## src/rtl/rr_arb8.sv

```systemverilog
// rtl/rr_arb8.sv - 8-way round-robin arbiter with maximum hold time
//
// Shares one downstream resource among 8 requesters. The grant is registered,
// one-hot, and comes with a binary index that drives the datapath select.
// Fairness comes from a rotating scan start (ptr). A hold counter revokes a
// grant after MAX_HOLD cycles so no requester can keep the resource forever.
//
// Ports:
//   clk      in   rising-edge clock
//   rst_n    in   synchronous active-low reset
//   en       in   arbitration enable; low drops any grant and stays idle
//   req[7:0] in   request vector, req[i] high = requester i wants the resource
//   gnt[7:0] out  registered one-hot grant, 8'h00 when idle
//   gidx[2:0] out binary index of the granted requester, 0 when idle
//   gvalid   out  high while a grant is active (equals |gnt)
//   to_pulse out  one-cycle pulse after a grant is revoked by hold timeout

module rr_arb8 #(
  parameter int MAX_HOLD = 16,
  parameter int CW       = $clog2(MAX_HOLD)
) (
  input  logic       clk,
  input  logic       rst_n,
  input  logic       en,
  input  logic [7:0] req,
  output logic [7:0] gnt,
  output logic [2:0] gidx,
  output logic       gvalid,
  output logic       to_pulse
);

  typedef enum logic {IDLE, GRANT} state_t;

  state_t          state, state_nx;
  logic [2:0]      ptr, ptr_nx;
  logic [CW-1:0]   hold_cnt, hold_nx;
  logic [7:0]      gnt_nx;
  logic [2:0]      gidx_nx;
  logic            gvalid_nx;
  logic            to_nx;

  // Next-grant selection: rotate req so ptr lands on bit 0, take the lowest
  // set bit, then add ptr back (3-bit wrap) to recover the real index.
  logic [15:0]     dbl;
  logic [7:0]      rot;
  logic [2:0]      off;
  logic [2:0]      pick;
  logic            any_req;
  logic            timeout;

  always_comb begin
    dbl = {req, req} >> ptr;
    rot = dbl[7:0];
    off = 3'd0;
    for (int i = 7; i >= 0; i--) begin
      if (rot[i]) off = 3'(i);
    end
    pick    = ptr + off;
    any_req = |req;
    timeout = (hold_cnt == CW'(MAX_HOLD - 1));
  end

  always_comb begin
    state_nx  = state;
    ptr_nx    = ptr;
    hold_nx   = hold_cnt;
    gnt_nx    = gnt;
    gidx_nx   = gidx;
    gvalid_nx = gvalid;
    to_nx     = 1'b0;
    case (state)
      IDLE: begin
        gnt_nx    = 8'h00;
        gidx_nx   = 3'd0;
        gvalid_nx = 1'b0;
        if (en && any_req) begin
          state_nx  = GRANT;
          gnt_nx    = 8'd1 << pick;
          gidx_nx   = pick;
          gvalid_nx = 1'b1;
          hold_nx   = '0;
        end
      end
      GRANT: begin
        if (!en) begin
          // Disable drops the grant without advancing the scan start.
          state_nx  = IDLE;
          gnt_nx    = 8'h00;
          gidx_nx   = 3'd0;
          gvalid_nx = 1'b0;
        end else if (!req[gidx]) begin
          // Release wins over a coincident timeout, so no pulse here.
          state_nx  = IDLE;
          ptr_nx    = gidx + 3'd1;
          gnt_nx    = 8'h00;
          gidx_nx   = 3'd0;
          gvalid_nx = 1'b0;
        end else if (timeout) begin
          state_nx  = IDLE;
          ptr_nx    = gidx + 3'd1;
          gnt_nx    = 8'h00;
          gidx_nx   = 3'd0;
          gvalid_nx = 1'b0;
          to_nx     = 1'b1;
        end else begin
          hold_nx = hold_cnt + CW'(1);
        end
      end
      default: begin
        state_nx  = IDLE;
        gnt_nx    = 8'h00;
        gidx_nx   = 3'd0;
        gvalid_nx = 1'b0;
      end
    endcase
  end

  always_ff @(posedge clk) begin
    if (!rst_n) begin
      state    <= IDLE;
      ptr      <= 3'd0;
      hold_cnt <= '0;
      gnt      <= 8'h00;
      gidx     <= 3'd0;
      gvalid   <= 1'b0;
      to_pulse <= 1'b0;
    end else begin
      state    <= state_nx;
      ptr      <= ptr_nx;
      hold_cnt <= hold_nx;
      gnt      <= gnt_nx;
      gidx     <= gidx_nx;
      gvalid   <= gvalid_nx;
      to_pulse <= to_nx;
    end
  end

endmodule

```

## config.mk

```make
export PLATFORM = sky130hd
export DESIGN_NAME = rr_arb8
export DESIGN_NICKNAME = d
export VERILOG_FILES = /design/src/rtl/rr_arb8.sv
export SDC_FILE = /design/constraint.sdc
export NUM_CORES = 1
export LEC_CHECK = 0
export BUFFER_PORTS_ARGS = -buffer_cell sky130_fd_sc_hd__buf_4
export CAP_MARGIN = 10
export CELL_PAD_IN_SITES_DETAIL_PLACEMENT = 0
export CELL_PAD_IN_SITES_GLOBAL_PLACEMENT = 1
export CORE_MARGIN = 10
export CORE_UTILIZATION = 25
export CTS_CLUSTER_SIZE = 14
export DETAILED_ROUTE_END_ITERATION = 8
export GPL_TIMING_DRIVEN = 0
export PLACE_DENSITY_LB_ADDON = 0.25
export SLEW_MARGIN = 20
export SYNTH_ARGS = -nofsm -noshare
export SYNTH_HDL_FRONTEND = slang
export SYNTH_SLANG_ARGS = --single-unit
```

## constraint.sdc

```tcl
create_clock -name clk -period 9.63 [get_ports clk]
set_input_delay 2.4075 -clock clk [delete_from_list [all_inputs] [get_ports clk]]
set_output_delay 2.4075 -clock clk [all_outputs]
set_load 0.02 [all_outputs]
```

==> results.toml <==
[outcome]
outcome = "finished clean"

[clock_tree]
numCtsBuffers = 3
htreeDepth = 1
cts_setup_buffers = 0
tritoncts = "done"
clk_pin_slew_worst_paths_ps = 70
cts_resized = 0
cts_buffer_depth = 2
clk-insertion-delay-late_ps = 260
cts_sinks = 21
holdBufCountCts = 0
cts-root-buf = "clkbuf_8"

[sta]
grt_setup_unrepaired = "no"
worst_pin_slew_ps = 998
fmax_ghz = 0.203
holdWs_ps = 469
finalSetupTns_ps = 0
setup_violations = 0
fin_crit_ps = 4940
hold_viol_final = 0
relSlewSlack_pct = 33.3
slew_violations = 0
worst_clock_skew_ps = 2.61
period_share_pct = 51.3

[critical_path]
critical_path.most_common_cell = "mux2_2"
rr_startpoint = "ptr[0]"
crit_path_cell_trace = "buf_4 -> mux2_2 -> mux2_2 -> a211oi_1 -> a21oi_1 -> o31ai_1 -> ha_1 -> inv_1 -> fa_1 -> xor2_1 -> xnor2_2 -> a32o_1"
end_kind = "register"
rrSetupSlack_ps = 5960
cp_max_fo = 9
worst_setup_path_start_kind = "primary input"
crit_slowest_cell = "xnor2_2"
crit_type = "in -> reg"
crit_path_max_incr_delay_ps = 390
critPathBufInv = 2
required_ps = 9830
reg2regPathDepth = 12
critPathTopFamily = "compound AO/OA/AOI/OAI gates"
r2r_end = "gnt[4]"
critPathArrivalTime_ps = 5140

[pwr]
powerDensity_nw_per_um2 = 105
p_leak_nw = 0.722
ir_drop_mv = 0.0509

[min_path]
hold_class = "reg -> reg"
whs_path_depth = 2
hold_end = "gnt[3]"
hold_start = "gnt[3]"

[yosys]
syn_area_sq_um = 1610
netlist_instances = 169
yosysTopAreaCell = "dfxtp_1"
yosysWarnings = 0
postSynthAreaPerCell_sq_um = 9.51
yosysUniqueCellTypes = 44
synth_top_area_share_pct = 26.2
async_reset_ff_share_pct = 0
synth_edf_count = 0
synth-seq-cells = 21
yosys-top-cells-area = "dfxtp_1 26%, mux4_2 8.4%, mux4_1 8.2%"
synth_fp_nets = 184
yosysSeqAreaShare_pct = 26.2
synthFlopType = "dfxtp_1"

[place]
gp_congestion = 0.803
port_buffers = 22
place_area_sq_um = 1870
dp_hpwl_um = 3180

[job]
drv_cap = 0

[grt]
grt_use_total_pct = 8.46
grt_max_degree = 12
grt_antenna_before_repair = 0
grt_pass1_wl_um = 7070
grt_overflow = 0
grt_pass1_vias = 1422

[routing]
drc = 0
via_per_inst = 4.97
routed_wl_um = 4090
drt_iter0_drc = 73
wire_per_inst_um = 15.0
num_vias = 1353
final_antenna_net_count = 0
drt_first_pass_iters = 6

[floorplanning]
row_count = 29
die_x_um = 100
die_area_sq_um = 10000
boundaryPins = 24
start_util_pct = 25.4
die_y_um = 100
design.core.area_sq_um = 6310

[layout]
final_core_util_pct = 30.3
design_area_sq_um = 1910
nets = 211
insertedDiodeCount = 0
drive_above_1_share_pct = 23.1
area_delta_synth_final_pct = 19.1
synth_stat cells (2+ instances only):
| cell | count |
|---|---|
| a211oi_1 | 3 |
| a21oi_1 | 10 |
| a22o_1 | 4 |
| a32o_1 | 2 |
| buf_2 | 3 |
| clkbuf_1 | 3 |
| dfxtp_1 | 21 |
| ha_1 | 3 |
| inv_1 | 7 |
| mux2_2 | 5 |
| mux2i_1 | 13 |
| mux4_1 | 5 |
| mux4_2 | 6 |
| nand2_1 | 14 |
| nand2b_1 | 2 |
| nand3_1 | 7 |
| nor2_1 | 13 |
| nor2b_1 | 7 |
| nor3_1 | 3 |
| nor3b_1 | 5 |
| o21a_1 | 2 |
| o21ai_0 | 8 |
| xor2_1 | 2 |
tightest hold or removal path, cell delays in order (launching register included):
cell	delay, ps
dfxtp_1	340
nand2_1	50
o21ai_0	50
metal layers:
| metal | share of wire, % | track usage [%] |
|---|---|---|
| met1 | 50 | 11.4 |
| met2 | 46 | 13.5 |
| met3 | 2.8 | 2.06 |
| met4 | 0.32 | 1.63 |
| met5 | 0 | 0 |
cell families (layout without fill, tap and decap cells):
logic type / Yosys count / after routing / synth area share (%)
AOI/OAI and AO/OA: 39 / 39 / 17.2
xor gates and xnor gates: 4 / 4 / 2.65
adders and majority gates: 4 / 4 / 3.58
buffers and inverters: 15 / 41 / 4.52
DFF: 21 / 21 / 26.2
muxes: 29 / 29 / 28.2
and+or+nand+nor: 57 / 57 / 17.7
power by group:
| group | switching, mW | internal [mW] |
|---|---|---|
| sequential | 0.00239 | 0.0894 |
| combinational | 0.0288 | 0.0230 |
| clock | 0.0284 | 0.0295 |
| total | 0.0596 | 0.142 |
sequential cells by signal (all words and copies together) (netlist names):
signal,count
gvalid,1
ptr,3
gnt,8
gidx,3
state,1
hold_cnt,4
to_pulse,1
per-stage QoR:
stage / worst slack (ps) / instances / power (mW)
finish: 4690 / 272 / 0.201
global route: 4400 / 272 / 0.214
CTS: 4640 / 272 / 0.205
detailed placement: 4380 / 268 / 0.146
global placement: 4350 / 268 / 0.146
floorplan: 4880 / 169 / 0.129
cell type report:
| cell class | count | area, sq um |
|---|---|---|
| Inverter | 8 | 35.0 |
| Buffer | 7 | 37.5 |
| Multi-Input combinational cell | 133 | 1110 |
| Timing Repair Buffer | 22 | 165 |
| Sequential cell | 21 | 420 |
| Tap cell | 77 | 96.3 |
| Clock buffer | 4 | 45.0 |
| Fill cell | 696 | 4400 |
worst max-delay path by stage:
| stage | from | end | slack [ps] | depth (start not counted) |
|---|---|---|---|---|
| 2_1_floorplan | req[6] | gnt[4] | 4880 | 10 |
| 3_3_place_gp | req[2] | gnt[4] | 4350 | 12 |
| 3_5_place_dp | req[0] | gnt[4] | 4380 | 12 |
| 4_1_cts | req[0] | gnt[4] | 4640 | 12 |
| 5_1_grt | req[1] | gnt[0] | 4400 | 13 |
| 6_report | req[0] | gnt[4] | 4690 | 12 |
layout by cell type, fill, tap and decap left out, drive strengths merged, types with 4 or more instances in the layout:
master  synthesis  final
buf             4     26
dfxtp          21     21
nand2          14     14
mux2i          13     13
nor2           13     13
mux4           11     11
a21oi          10     10
o21ai           8      8
inv             8      8
nor2b           7      7
nand3           7      7
clkbuf          3      7
mux2            5      5
nor3b           5      5
a22o            4      4
a211oi          4      4
Power figures use the tool's default switching activity.
